### src/rtl/cr16_ctrl_pkg.sv
// Shared definitions for the CR16-subset multicycle controller: states,
// opcode/opext fields, datapath select codes and branch condition codes.
package cr16_ctrl_pkg;

  typedef enum logic [3:0] {
    ST_FETCH   = 4'd0,
    ST_DECODE  = 4'd1,
    ST_RTYPE   = 4'd2,
    ST_ITYPE   = 4'd3,
    ST_LOAD    = 4'd4,
    ST_LOAD_WB = 4'd5,
    ST_STORE   = 4'd6,
    ST_BCOND   = 4'd7,
    ST_JCOND   = 4'd8,
    ST_JAL     = 4'd9,
    ST_ERR     = 4'd10
  } state_t;

  localparam logic [3:0] OP_RTYPE = 4'b0000;
  localparam logic [3:0] OP_ADDI  = 4'b0101;
  localparam logic [3:0] OP_MOVI  = 4'b1101;
  localparam logic [3:0] OP_MEM   = 4'b0100;
  localparam logic [3:0] OP_BCOND = 4'b1100;

  localparam logic [3:0] OPX_LOAD  = 4'b0000;
  localparam logic [3:0] OPX_STOR  = 4'b0100;
  localparam logic [3:0] OPX_JCOND = 4'b1100;
  localparam logic [3:0] OPX_JAL   = 4'b1000;
  localparam logic [3:0] OPX_MOV   = 4'b1101;

  localparam logic [1:0] ALUA_RDEST = 2'b00;
  localparam logic [1:0] ALUA_PC    = 2'b01;
  localparam logic [1:0] ALUA_ZERO  = 2'b10;

  localparam logic [1:0] WD_IMM = 2'b00;
  localparam logic [1:0] WD_MEM = 2'b01;
  localparam logic [1:0] WD_PC1 = 2'b10;
  localparam logic [1:0] WD_ALU = 2'b11;

  localparam logic PC_INC = 1'b0;
  localparam logic PC_TGT = 1'b1;

  localparam logic [3:0] COND_EQ = 4'b0000;
  localparam logic [3:0] COND_NE = 4'b0001;
  localparam logic [3:0] COND_CS = 4'b0010;
  localparam logic [3:0] COND_CC = 4'b0011;
  localparam logic [3:0] COND_GT = 4'b0110;
  localparam logic [3:0] COND_LE = 4'b0111;
  localparam logic [3:0] COND_FS = 4'b1000;
  localparam logic [3:0] COND_FC = 4'b1001;
  localparam logic [3:0] COND_UC = 4'b1110;

  // Instruction class selected in DECODE; unknown encodings land in ERR.
  function automatic state_t decode_op(input logic [3:0] opcode,
                                       input logic [3:0] opext,
                                       input logic       has_jal);
    state_t nxt;
    nxt = ST_ERR;
    case (opcode)
      OP_RTYPE:         nxt = ST_RTYPE;
      OP_ADDI, OP_MOVI: nxt = ST_ITYPE;
      OP_BCOND:         nxt = ST_BCOND;
      OP_MEM: begin
        case (opext)
          OPX_LOAD:  nxt = ST_LOAD;
          OPX_STOR:  nxt = ST_STORE;
          OPX_JCOND: nxt = ST_JCOND;
          OPX_JAL:   nxt = has_jal ? ST_JAL : ST_ERR;
          default:   nxt = ST_ERR;
        endcase
      end
      default:          nxt = ST_ERR;
    endcase
    return nxt;
  endfunction

endpackage

### src/rtl/cr16_mc_controller_if.sv
// Controller <-> datapath/memory signal bundle; master is the controller side.
interface cr16_mc_controller_if #(
  parameter int WIDTH = 16
);
  logic [WIDTH-1:0] instr;
  logic [4:0]       flags;
  logic             mem_ready;
  logic             ir_en;
  logic             pcen;
  logic             pc_s;
  logic             wa_s;
  logic             alub_s;
  logic [1:0]       alua_s;
  logic [1:0]       wd_s;
  logic             mem_s;
  logic             signext_sign;
  logic             regwrite;
  logic             mem_req;
  logic             mem_we;
  logic             bus_err;
  logic [3:0]       state_o;

  modport master (
    input  instr, flags, mem_ready,
    output ir_en, pcen, pc_s, wa_s, alub_s, alua_s, wd_s, mem_s,
           signext_sign, regwrite, mem_req, mem_we, bus_err, state_o
  );

  modport slave (
    output instr, flags, mem_ready,
    input  ir_en, pcen, pc_s, wa_s, alub_s, alua_s, wd_s, mem_s,
           signext_sign, regwrite, mem_req, mem_we, bus_err, state_o
  );
endinterface

### src/rtl/cr16_cond_eval.sv
// Branch/jump condition evaluation from the PSR flags {Z,C,N,F,L}.
module cr16_cond_eval
  import cr16_ctrl_pkg::*;
(
  input  logic [3:0] cond,
  input  logic [4:0] flags,
  output logic       taken
);
  logic z, c, n, f;
  logic unused_l;

  assign z = flags[4];
  assign c = flags[3];
  assign n = flags[2];
  assign f = flags[1];
  // L is carried in the PSR but no supported condition uses it.
  assign unused_l = flags[0];

  always_comb begin
    taken = 1'b0;
    case (cond)
      COND_EQ: taken = z;
      COND_NE: taken = ~z;
      COND_CS: taken = c;
      COND_CC: taken = ~c;
      COND_GT: taken = n;
      COND_LE: taken = ~n;
      COND_FS: taken = f;
      COND_FC: taken = ~f;
      COND_UC: taken = 1'b1;
      default: taken = 1'b0;
    endcase
  end
endmodule

### src/rtl/cr16_mc_controller.sv
// Multicycle fetch/decode/execute/memory/writeback sequencer driving every
// datapath select and enable, with a bounded memory ready handshake.
module cr16_mc_controller
  import cr16_ctrl_pkg::*;
#(
  parameter int WIDTH    = 16,
  parameter int MAX_WAIT = 15,
  parameter bit HAS_JAL  = 1'b1
) (
  input  logic                        clk,
  input  logic                        reset,
  cr16_mc_controller_if.master        bus
);
  localparam int CNT_W = $clog2(MAX_WAIT + 1);

  state_t           state_q, state_d;
  logic [CNT_W-1:0] wait_cnt_q, wait_cnt_d;
  logic [3:0]       opcode, cond, opext;
  logic             taken, timeout;
  logic             unused_instr;

  logic       ir_en, pcen, pc_s, wa_s, alub_s, mem_s, signext_sign;
  logic       regwrite, mem_req, mem_we, bus_err;
  logic [1:0] alua_s, wd_s;

  assign opcode = bus.instr[WIDTH-1  -: 4];
  assign cond   = bus.instr[WIDTH-5  -: 4];
  assign opext  = bus.instr[WIDTH-9  -: 4];
  assign unused_instr = ^bus.instr[WIDTH-13:0];

  cr16_cond_eval u_cond_eval (
    .cond  (cond),
    .flags (bus.flags),
    .taken (taken)
  );

  assign timeout = (wait_cnt_q == CNT_W'(MAX_WAIT)) && !bus.mem_ready;

  always_ff @(posedge clk) begin
    if (reset) begin
      state_q    <= ST_FETCH;
      wait_cnt_q <= '0;
    end else begin
      state_q    <= state_d;
      wait_cnt_q <= wait_cnt_d;
    end
  end

  // Outputs are forced to their idle values while reset is held so an
  // in-flight memory request drops in the same cycle.
  always_comb begin
    state_d      = state_q;
    wait_cnt_d   = '0;
    ir_en        = 1'b0;
    pcen         = 1'b0;
    pc_s         = PC_INC;
    wa_s         = 1'b0;
    alub_s       = 1'b0;
    alua_s       = ALUA_RDEST;
    wd_s         = WD_ALU;
    mem_s        = 1'b0;
    signext_sign = 1'b0;
    regwrite     = 1'b0;
    mem_req      = 1'b0;
    mem_we       = 1'b0;
    bus_err      = 1'b0;
    if (!reset) begin
      case (state_q)
        ST_FETCH: begin
          mem_req = 1'b1;
          if (bus.mem_ready) begin
            ir_en   = 1'b1;
            pcen    = 1'b1;
            state_d = ST_DECODE;
          end else if (timeout) begin
            state_d = ST_ERR;
          end
        end
        ST_DECODE: state_d = decode_op(opcode, opext, HAS_JAL);
        ST_RTYPE: begin
          alua_s   = (opext == OPX_MOV) ? ALUA_ZERO : ALUA_RDEST;
          wa_s     = 1'b1;
          regwrite = 1'b1;
          state_d  = ST_FETCH;
        end
        ST_ITYPE: begin
          alub_s       = 1'b1;
          alua_s       = (opcode == OP_MOVI) ? ALUA_ZERO : ALUA_RDEST;
          signext_sign = (opcode != OP_MOVI);
          wa_s         = 1'b1;
          regwrite     = 1'b1;
          state_d      = ST_FETCH;
        end
        ST_LOAD: begin
          mem_req = 1'b1;
          mem_s   = 1'b1;
          if (bus.mem_ready) state_d = ST_LOAD_WB;
          else if (timeout)  state_d = ST_ERR;
        end
        ST_LOAD_WB: begin
          wd_s     = WD_MEM;
          wa_s     = 1'b1;
          regwrite = 1'b1;
          state_d  = ST_FETCH;
        end
        ST_STORE: begin
          mem_req = 1'b1;
          mem_we  = 1'b1;
          mem_s   = 1'b1;
          if (bus.mem_ready) state_d = ST_FETCH;
          else if (timeout)  state_d = ST_ERR;
        end
        ST_BCOND: begin
          if (taken) begin
            alua_s       = ALUA_PC;
            alub_s       = 1'b1;
            signext_sign = 1'b1;
            pc_s         = PC_TGT;
            pcen         = 1'b1;
          end
          state_d = ST_FETCH;
        end
        ST_JCOND: begin
          if (taken) begin
            pc_s = PC_TGT;
            pcen = 1'b1;
          end
          state_d = ST_FETCH;
        end
        ST_JAL: begin
          wd_s     = WD_PC1;
          wa_s     = 1'b1;
          regwrite = 1'b1;
          pc_s     = PC_TGT;
          pcen     = 1'b1;
          state_d  = ST_FETCH;
        end
        ST_ERR:  bus_err = 1'b1;
        default: state_d = ST_ERR;
      endcase
      if (mem_req && !bus.mem_ready && !timeout)
        wait_cnt_d = wait_cnt_q + 1'b1;
    end
  end

  assign bus.ir_en        = ir_en;
  assign bus.pcen         = pcen;
  assign bus.pc_s         = pc_s;
  assign bus.wa_s         = wa_s;
  assign bus.alub_s       = alub_s;
  assign bus.alua_s       = alua_s;
  assign bus.wd_s         = wd_s;
  assign bus.mem_s        = mem_s;
  assign bus.signext_sign = signext_sign;
  assign bus.regwrite     = regwrite;
  assign bus.mem_req      = mem_req;
  assign bus.mem_we       = mem_we;
  assign bus.bus_err      = bus_err;
  assign bus.state_o      = reset ? ST_FETCH : state_q;

endmodule

### src/flat_wrapper.sv
// flat-port wrapper written by rule: the top's interface ports become plain ports
module cr16_mc_controller_flat import cr16_ctrl_pkg::*;
#(
  parameter int WIDTH    = 16,
  parameter int MAX_WAIT = 15,
  parameter bit HAS_JAL  = 1'b1
)
  (clk, reset, bus_instr, bus_flags, bus_mem_ready, bus_ir_en, bus_pcen, bus_pc_s, bus_wa_s, bus_alub_s, bus_alua_s, bus_wd_s, bus_mem_s, bus_signext_sign, bus_regwrite, bus_mem_req, bus_mem_we, bus_bus_err, bus_state_o);
  cr16_mc_controller_if #(.WIDTH(WIDTH)) bus_i ();
  input  logic clk;
  input  logic reset;
  input wire logic [$bits(bus_i.instr)-1:0] bus_instr;
  input wire logic [$bits(bus_i.flags)-1:0] bus_flags;
  input wire logic [$bits(bus_i.mem_ready)-1:0] bus_mem_ready;
  output wire logic [$bits(bus_i.ir_en)-1:0] bus_ir_en;
  output wire logic [$bits(bus_i.pcen)-1:0] bus_pcen;
  output wire logic [$bits(bus_i.pc_s)-1:0] bus_pc_s;
  output wire logic [$bits(bus_i.wa_s)-1:0] bus_wa_s;
  output wire logic [$bits(bus_i.alub_s)-1:0] bus_alub_s;
  output wire logic [$bits(bus_i.alua_s)-1:0] bus_alua_s;
  output wire logic [$bits(bus_i.wd_s)-1:0] bus_wd_s;
  output wire logic [$bits(bus_i.mem_s)-1:0] bus_mem_s;
  output wire logic [$bits(bus_i.signext_sign)-1:0] bus_signext_sign;
  output wire logic [$bits(bus_i.regwrite)-1:0] bus_regwrite;
  output wire logic [$bits(bus_i.mem_req)-1:0] bus_mem_req;
  output wire logic [$bits(bus_i.mem_we)-1:0] bus_mem_we;
  output wire logic [$bits(bus_i.bus_err)-1:0] bus_bus_err;
  output wire logic [$bits(bus_i.state_o)-1:0] bus_state_o;
  assign bus_i.instr = bus_instr;
  assign bus_i.flags = bus_flags;
  assign bus_i.mem_ready = bus_mem_ready;
  assign bus_ir_en = bus_i.ir_en;
  assign bus_pcen = bus_i.pcen;
  assign bus_pc_s = bus_i.pc_s;
  assign bus_wa_s = bus_i.wa_s;
  assign bus_alub_s = bus_i.alub_s;
  assign bus_alua_s = bus_i.alua_s;
  assign bus_wd_s = bus_i.wd_s;
  assign bus_mem_s = bus_i.mem_s;
  assign bus_signext_sign = bus_i.signext_sign;
  assign bus_regwrite = bus_i.regwrite;
  assign bus_mem_req = bus_i.mem_req;
  assign bus_mem_we = bus_i.mem_we;
  assign bus_bus_err = bus_i.bus_err;
  assign bus_state_o = bus_i.state_o;
  cr16_mc_controller #(.WIDTH(WIDTH), .MAX_WAIT(MAX_WAIT), .HAS_JAL(HAS_JAL)) u_core (.clk(clk), .reset(reset), .bus(bus_i));
endmodule
### config.mk
export PLATFORM = sky130hd
export DESIGN_NAME = cr16_mc_controller_flat
export DESIGN_NICKNAME = d
export VERILOG_FILES = /design/src/rtl/cr16_ctrl_pkg.sv /design/src/rtl/cr16_mc_controller_if.sv /design/src/rtl/cr16_cond_eval.sv /design/src/rtl/cr16_mc_controller.sv /design/src/flat_wrapper.sv
export SDC_FILE = /design/constraint.sdc
export NUM_CORES = 1
export LEC_CHECK = 0
export ABC_AREA = 0
export BUFFER_PORTS_ARGS = -buffer_cell sky130_fd_sc_hd__buf_2
export CAP_MARGIN = 20
export CORE_MARGIN = 2
export CORE_UTILIZATION = 45
export CTS_BUF_LIST = sky130_fd_sc_hd__clkbuf_4
export CTS_CLUSTER_DIAMETER = 50
export DETAILED_ROUTE_END_ITERATION = 10
export PLACE_DENSITY = 0.78
export SLEW_MARGIN = 10
export SYNTH_ARGS = -nofsm -noshare
export SYNTH_HDL_FRONTEND = slang
export SYNTH_HIERARCHICAL = 1
export SYNTH_SLANG_ARGS = --single-unit
### constraint.sdc
create_clock -name clk -period 2.22 [get_ports clk]
set_input_delay 0.555 -clock clk [delete_from_list [all_inputs] [get_ports clk]]
set_output_delay 0.555 -clock clk [all_outputs]
set_load 0.005 [all_outputs]
# ---- After elaboration in Yosys (flattened, before gate mapping)
# Index checks and enable logic that the tools add are counted.
# Widths: inputs -> output; s select.
dict set report word_totals {
  inputBits 24
  output_inout_bits 19
  wordCells 91
  reg_bits 8
}
dict set report op_classes {
  n_reduce_logical 16
  n_mux 39
  n_bitwise 5
  n_eq_ne 28
  add_sub_neg 1
}
# operator count
set op_table {}
lappend op_table {{$eq 4x4->1 const B} 12}
lappend op_table {{$eq 4x3->1 const B} 9}
lappend op_table {{$pmux 4 s4} 2}
lappend op_table {{$pmux 4 s6} 1}
lappend op_table {{$mux 1} 20}
lappend op_table {{$mux 4} 5}
lappend op_table {{$eq 4x2->1 const B} 4}
lappend op_table {{$logic_not 4->1} 4}
lappend op_table {{$pmux 1 s9} 1}
lappend op_table {{$eq 4x1->1 const B} 2}
lappend op_table {{$mux 2} 4}
lappend op_table {{$reduce_or 2->1} 4}
lappend op_table {{$pmux 1 s2} 3}
lappend op_table {{$pmux 2 s3} 1}
lappend op_table {{$reduce_or 6->1} 1}
lappend op_table {{$not 1->1} 5}
lappend op_table {{$add 4x1->4 const B} 1}
lappend op_table {{$ne 4x4->1 const B} 1}
lappend op_table {{$pmux 2 s2} 1}
lappend op_table {{$reduce_or 4->1} 1}
lappend op_table {{$logic_and 1x1->1} 3}
lappend op_table {{$pmux 1 s3} 1}
lappend op_table {{$reduce_or 3->1} 1}
lappend op_table {{$logic_not 1->1} 2}

# ---- Depth between registers and ports, before layout
dict set report depth {
  word_depth 8
  mapped_depth 7
  depth_no_buf 7
}

# ---- Cells and area by module
# The synthesis kept the hierarchy.
# module area_each_um2 cells_per_inst instances seq_area_each_um2
set by_module_without_submodules {}
lappend by_module_without_submodules {cr16_mc_controller 701.9 95 1 160.2}
lappend by_module_without_submodules {cr16_cond_eval 68.8 9 1 0.0}

# ---- Worst setup path after synthesis
# OpenSTA, ideal clock, no wires.
dict set report synth_timing {
  kind {input-to-output}
  startpoint {input bus_instr[10]}
  endpoint {output bus_signext_sign}
  path_stages 7
  t_arrival_ps 1594
  setup_slack_ps 71
  n_path_buf 0
  t_required_ps 1665
  cell_sequence {mux2_1 o22ai_1 o21ai_1 o31ai_1 inv_1 a21oi_2 o31a_1}
}
dict set report synth_between {
  elab_chain_cells 5
  word_cells_on_any_way 13
  classes_between {eq/ne: 8; mux: 4; reduce/logical: 1}
}
# item line_no
set synth_rtl {}
lappend synth_rtl {{from (decl)} flat_wrapper.sv:12} ;# input wire logic [$bits(bus_i.instr)-1:0] bus_instr;
lappend synth_rtl {{$eq 4x4->1, or another cell as far along} cr16_cond_eval.sv:21} ;# case (cond)
lappend synth_rtl {{$pmux 1 s9 *} cr16_cond_eval.sv:21}
lappend synth_rtl {{net u_core.taken} cr16_mc_controller.sv:19} ;# logic taken, timeout;
lappend synth_rtl {{$mux 1 *} cr16_mc_controller.sv:114} ;# if (taken) begin
lappend synth_rtl {{$pmux 1 s2 *} cr16_mc_controller.sv:68} ;# case (state_q)
lappend synth_rtl {{$mux 1 *} cr16_mc_controller.sv:67} ;# if (!reset) begin
lappend synth_rtl {{to (decl)} flat_wrapper.sv:23} ;# output wire logic [$bits(bus_i.signext_sign)-1:0] bus_signext_sign;
# The timed path passes the listed nets; every way through them passes the cells marked *.

# ---- Worst setup path in the final report
dict set report layout_timing {
  startpoint {input bus_instr[11]}
  endpoint {output bus_pcen}
}
dict set report layout_between {
  elab_chain_cells 5
  word_cells_on_any_way 13
  classes_between {eq/ne: 8; mux: 4; reduce/logical: 1}
}
# item line_no
set layout_rtl {}
lappend layout_rtl {{$eq 4x4->1, or another cell as far along} cr16_cond_eval.sv:21}
lappend layout_rtl {{$pmux 1 s9 *} cr16_cond_eval.sv:21}
lappend layout_rtl {{net u_core.taken} cr16_mc_controller.sv:19}
lappend layout_rtl {{$mux 1 *} {cr16_mc_controller.sv:114, cr16_mc_controller.sv:124}}
lappend layout_rtl {{$pmux 1 s3 *} cr16_mc_controller.sv:68}
lappend layout_rtl {{$mux 1 *} cr16_mc_controller.sv:67}
lappend layout_rtl {{to (decl)} flat_wrapper.sv:16} ;# output wire logic [$bits(bus_i.pcen)-1:0] bus_pcen;
# Marks and branches as above.

==> flow_summary_export.csv <==
group,metric,value,unit
status,outcome,"finished with violations",
status,violations,"setup timing",
logic_synthesis,seq_area_frac_synth,20.78,%
route,detail-route-antenna-nets,0,
route,via_per_inst,6.189,
pwr,peakVddDrop,369.5,uV
sta,rsz0062_at_grt,"true",
finish,fin_nets,175,
route,drt-total-wl,2529,um
logic_synthesis,syn_area_per_cell,7.411,sq um
placed_design,gp_congestion,0.7380,
critical_path,crit_type,"input pin to output pin",
logic_synthesis,ys_top_cells_by_area,"dfxtp_1 (21%), nor2_1 (6.3%), nor2b_1 (4.1%)",
logic_synthesis,synth_cell_types,41,
floorplan,initial_core_util,49.44,%
logic_synthesis,synth_top_area_share,20.78,%
clock_tree,cts_hold_buffers,0,
logic_synthesis,synth_top_family_by_area,"simple AND/OR/NAND/NOR gates",
finish,drive_gt1_share,45.95,%
sta,setup_tns,-0.7677,ns
finish,nFillCells,124,
placed_design,postPlaceCellArea,998.5,sq um
sta,setup_viol,5,
worst_hold_path,holdCritPathClass,"flip-flop to flip-flop",
finish,final_common_cell,"buf_2",
sta,slew_violations,0,
flow_run,maxCapViolCount,0,
logic_synthesis,ys_async_sr_fraction,0,%
logic_synthesis,yosys.area_share.simple,37.99,%
floorplan,die-area,0.002060,sq mm
critical_path,critPathLaunchType,"input pin",
grt,grt_max_degree,10,
clock_tree,htreeDepth,1,
sta,timing.final.hold_violations,0,
grt,gr-total-overflow,0,
route,post_drt_wl_per_cell,15.42,um
route,route.detailed.drc,0,
logic_synthesis,synth_warnings,6,
floorplan,io_pins,43,
logic_synthesis,synth_compound_area_share,24.35,%
finish,area_growth,47.56,%
sta,relSlewSlack,74.30,%
logic_synthesis,syn-num-nets,129,
sta,hold_slack,0.5050,ns
grt,grt.total_usage,23.35,%
logic_synthesis,synth-xor-area-share,5.682,%
critical_path,cp_max_fo,4,
floorplan,rows,14,
route,vias,1015,
logic_synthesis,synthMuxAreaShare,2.760,%
placed_design,port-buffer-count,37,
sta,worstMarginPinSlew,0.3850,ns
finish,register_area,160.2,sq um
logic_synthesis,yosysTopAreaCell,"dfxtp_1",
logic_synthesis,synth_cells,104,
logic_synthesis,syn_area,770.7,sq um
clock_tree,cts_tree,"yes",
grt,grt_pass1_wl,3450,um
floorplan,fp.dieW,45.39,um
critical_path,cp.arrival,1.87,ns
critical_path,required,1.66,ns
route,first_pass_iters,4,
pwr,p_per_area,423.4,mW/mm^2
clock_tree,cts_root_buf,"clkbuf_4",
logic_synthesis,synth_adder_area_share,1.623,%
finish,final_cell_mix,"buf_2 (35), nor2_1 (12), buf_4 (8), dfxtp_1 (8), nand2_1 (7)",
clock_tree,clkSinkCount,8,
route,drt_iter0_drc,25,
clock_tree,clk_pin_slew,0.05,ns
floorplan,core-area,0.001559,sq mm
logic_synthesis,synth_ff_type,"dfxtp_1",
logic_synthesis,ys_ff_latch,8,
clock_tree,clk-insertion-delay-late,0.26,ns
floorplan,die_y,45.39,um
clock_tree,clockBufferDepth,2,
sta,timing.final.crit_share,109.2,%
sta,timing.final.ws_setup,-0.2048,ns
finish,multi_input_area,635.6,sq um
finish,diodes,0,
sta,finalCriticalPeriod,2.425,ns
grt,grt_pass1_vias,854,
sta,final.setup_skew,0.01032,ns
logic_synthesis,synth-edff-count,0,
sta,max_freq,412.4,MHz
grt,antenna_found_initial,0,
critical_path,cp-end-kind,"output pin",
placed_design,dp_hpwl,1625,um
finish,final_cell_area,0.001137,sq mm
pwr,leakage,0.0005214,uW
clock_tree,cts_made_buffers,3,
registers in the layout, summed over array words and instances (netlist names):
signal,count
u_core/state_q,4
u_core/wait_cnt_q,4
worst paths after layout:
path,cells past startpoint,from,slack (ns),end
max,9,bus_instr[11],-0.20,bus_pcen
min,2,u_core/wait_cnt_q[3],0.51,u_core/wait_cnt_q[3]
max reg2reg,5,u_core/state_q[3],0.80,u_core/state_q[0]
min reg2reg,2,u_core/wait_cnt_q[3],0.51,u_core/wait_cnt_q[3]
where the power goes:
| part | total [uW] | switching (uW) | internal [uW] |
|---|---|---|---|
| Clock | 119 | 57.1 | 62.3 |
| Sequential | 169 | 17.2 | 152 |
| Combinational | 193 | 101 | 91.4 |
cell families (layout without fill, tap and decap cells):
logic type | Yosys count | count (layout)
compound gates | 26 | 26
xor+xnor | 5 | 5
fa+ha+maj | 1 | 1
buf+inv | 10 | 54
flops | 8 | 8
mux | 2 | 2
simple gates | 52 | 52
synthesized netlist by cell type, types with 2 or more instances:
library cell and instances:
nor2b_1 5, buf_2 3, xor2_1 2, o211ai_1 2, inv_1 4, and2b_1 2, nand3_1 6, nor2_1 13
nand2_1 7, dfxtp_1 8, nor3_1 5, a21oi_1 6, nand4_1 3, buf_4 3, xnor2_1 3, o31ai_1 2
and3_1 3, o21ai_0 4
timing repair:
item,CTS,global route
pin swaps,7,7
setup endpoints to repair,5,5
buffers inserted,2,0
resized for setup,7,12
worst max-delay path, cell delays in order:
cell and delay [ns]:
buf_8 0.11, o21ai_1 0.16, o22ai_2 0.10, o21ai_2 0.18
o31ai_4 0.11, o211a_1 0.22, a41oi_2 0.19, o21bai_1 0.10
buf_2 0.13
stage by stage:
step | power (uW) | utilization [%] | instances | setup slack [ns]
2_1_floorplan | 259.9 | - | 104 | 0.07141
3_3_place_gp | 318.3 | 64.04 | 159 | -0.1992
3_5_place_dp | 324.4 | 64.04 | 159 | -0.2355
4_1_cts | 454.5 | 68.70 | 164 | -0.1932
5_1_grt | 509.1 | 72.95 | 164 | -0.2713
6_report | 481.6 | 72.95 | 164 | -0.2048
per-layer routing:
layer | vias up | share of wire, % | GRT usage, %
li1 | 468 | - | -
met1 | 448 | 39 | 26.88
met2 | 80 | 47 | 40.56
met3 | 19 | 8.3 | 3.571
met4 | 0 | 5.0 | 12.94
met5 | - | 0 | 0
area by class of cell:
cell class,count,area share [%]
multi-input combinational,86,55.89
sequential,8,14.08
clock buffer,3,1.980
inverter,4,1.320
timing repair buffer,47,24.97
tap,16,1.760
(Power assumes the default switching activity.)
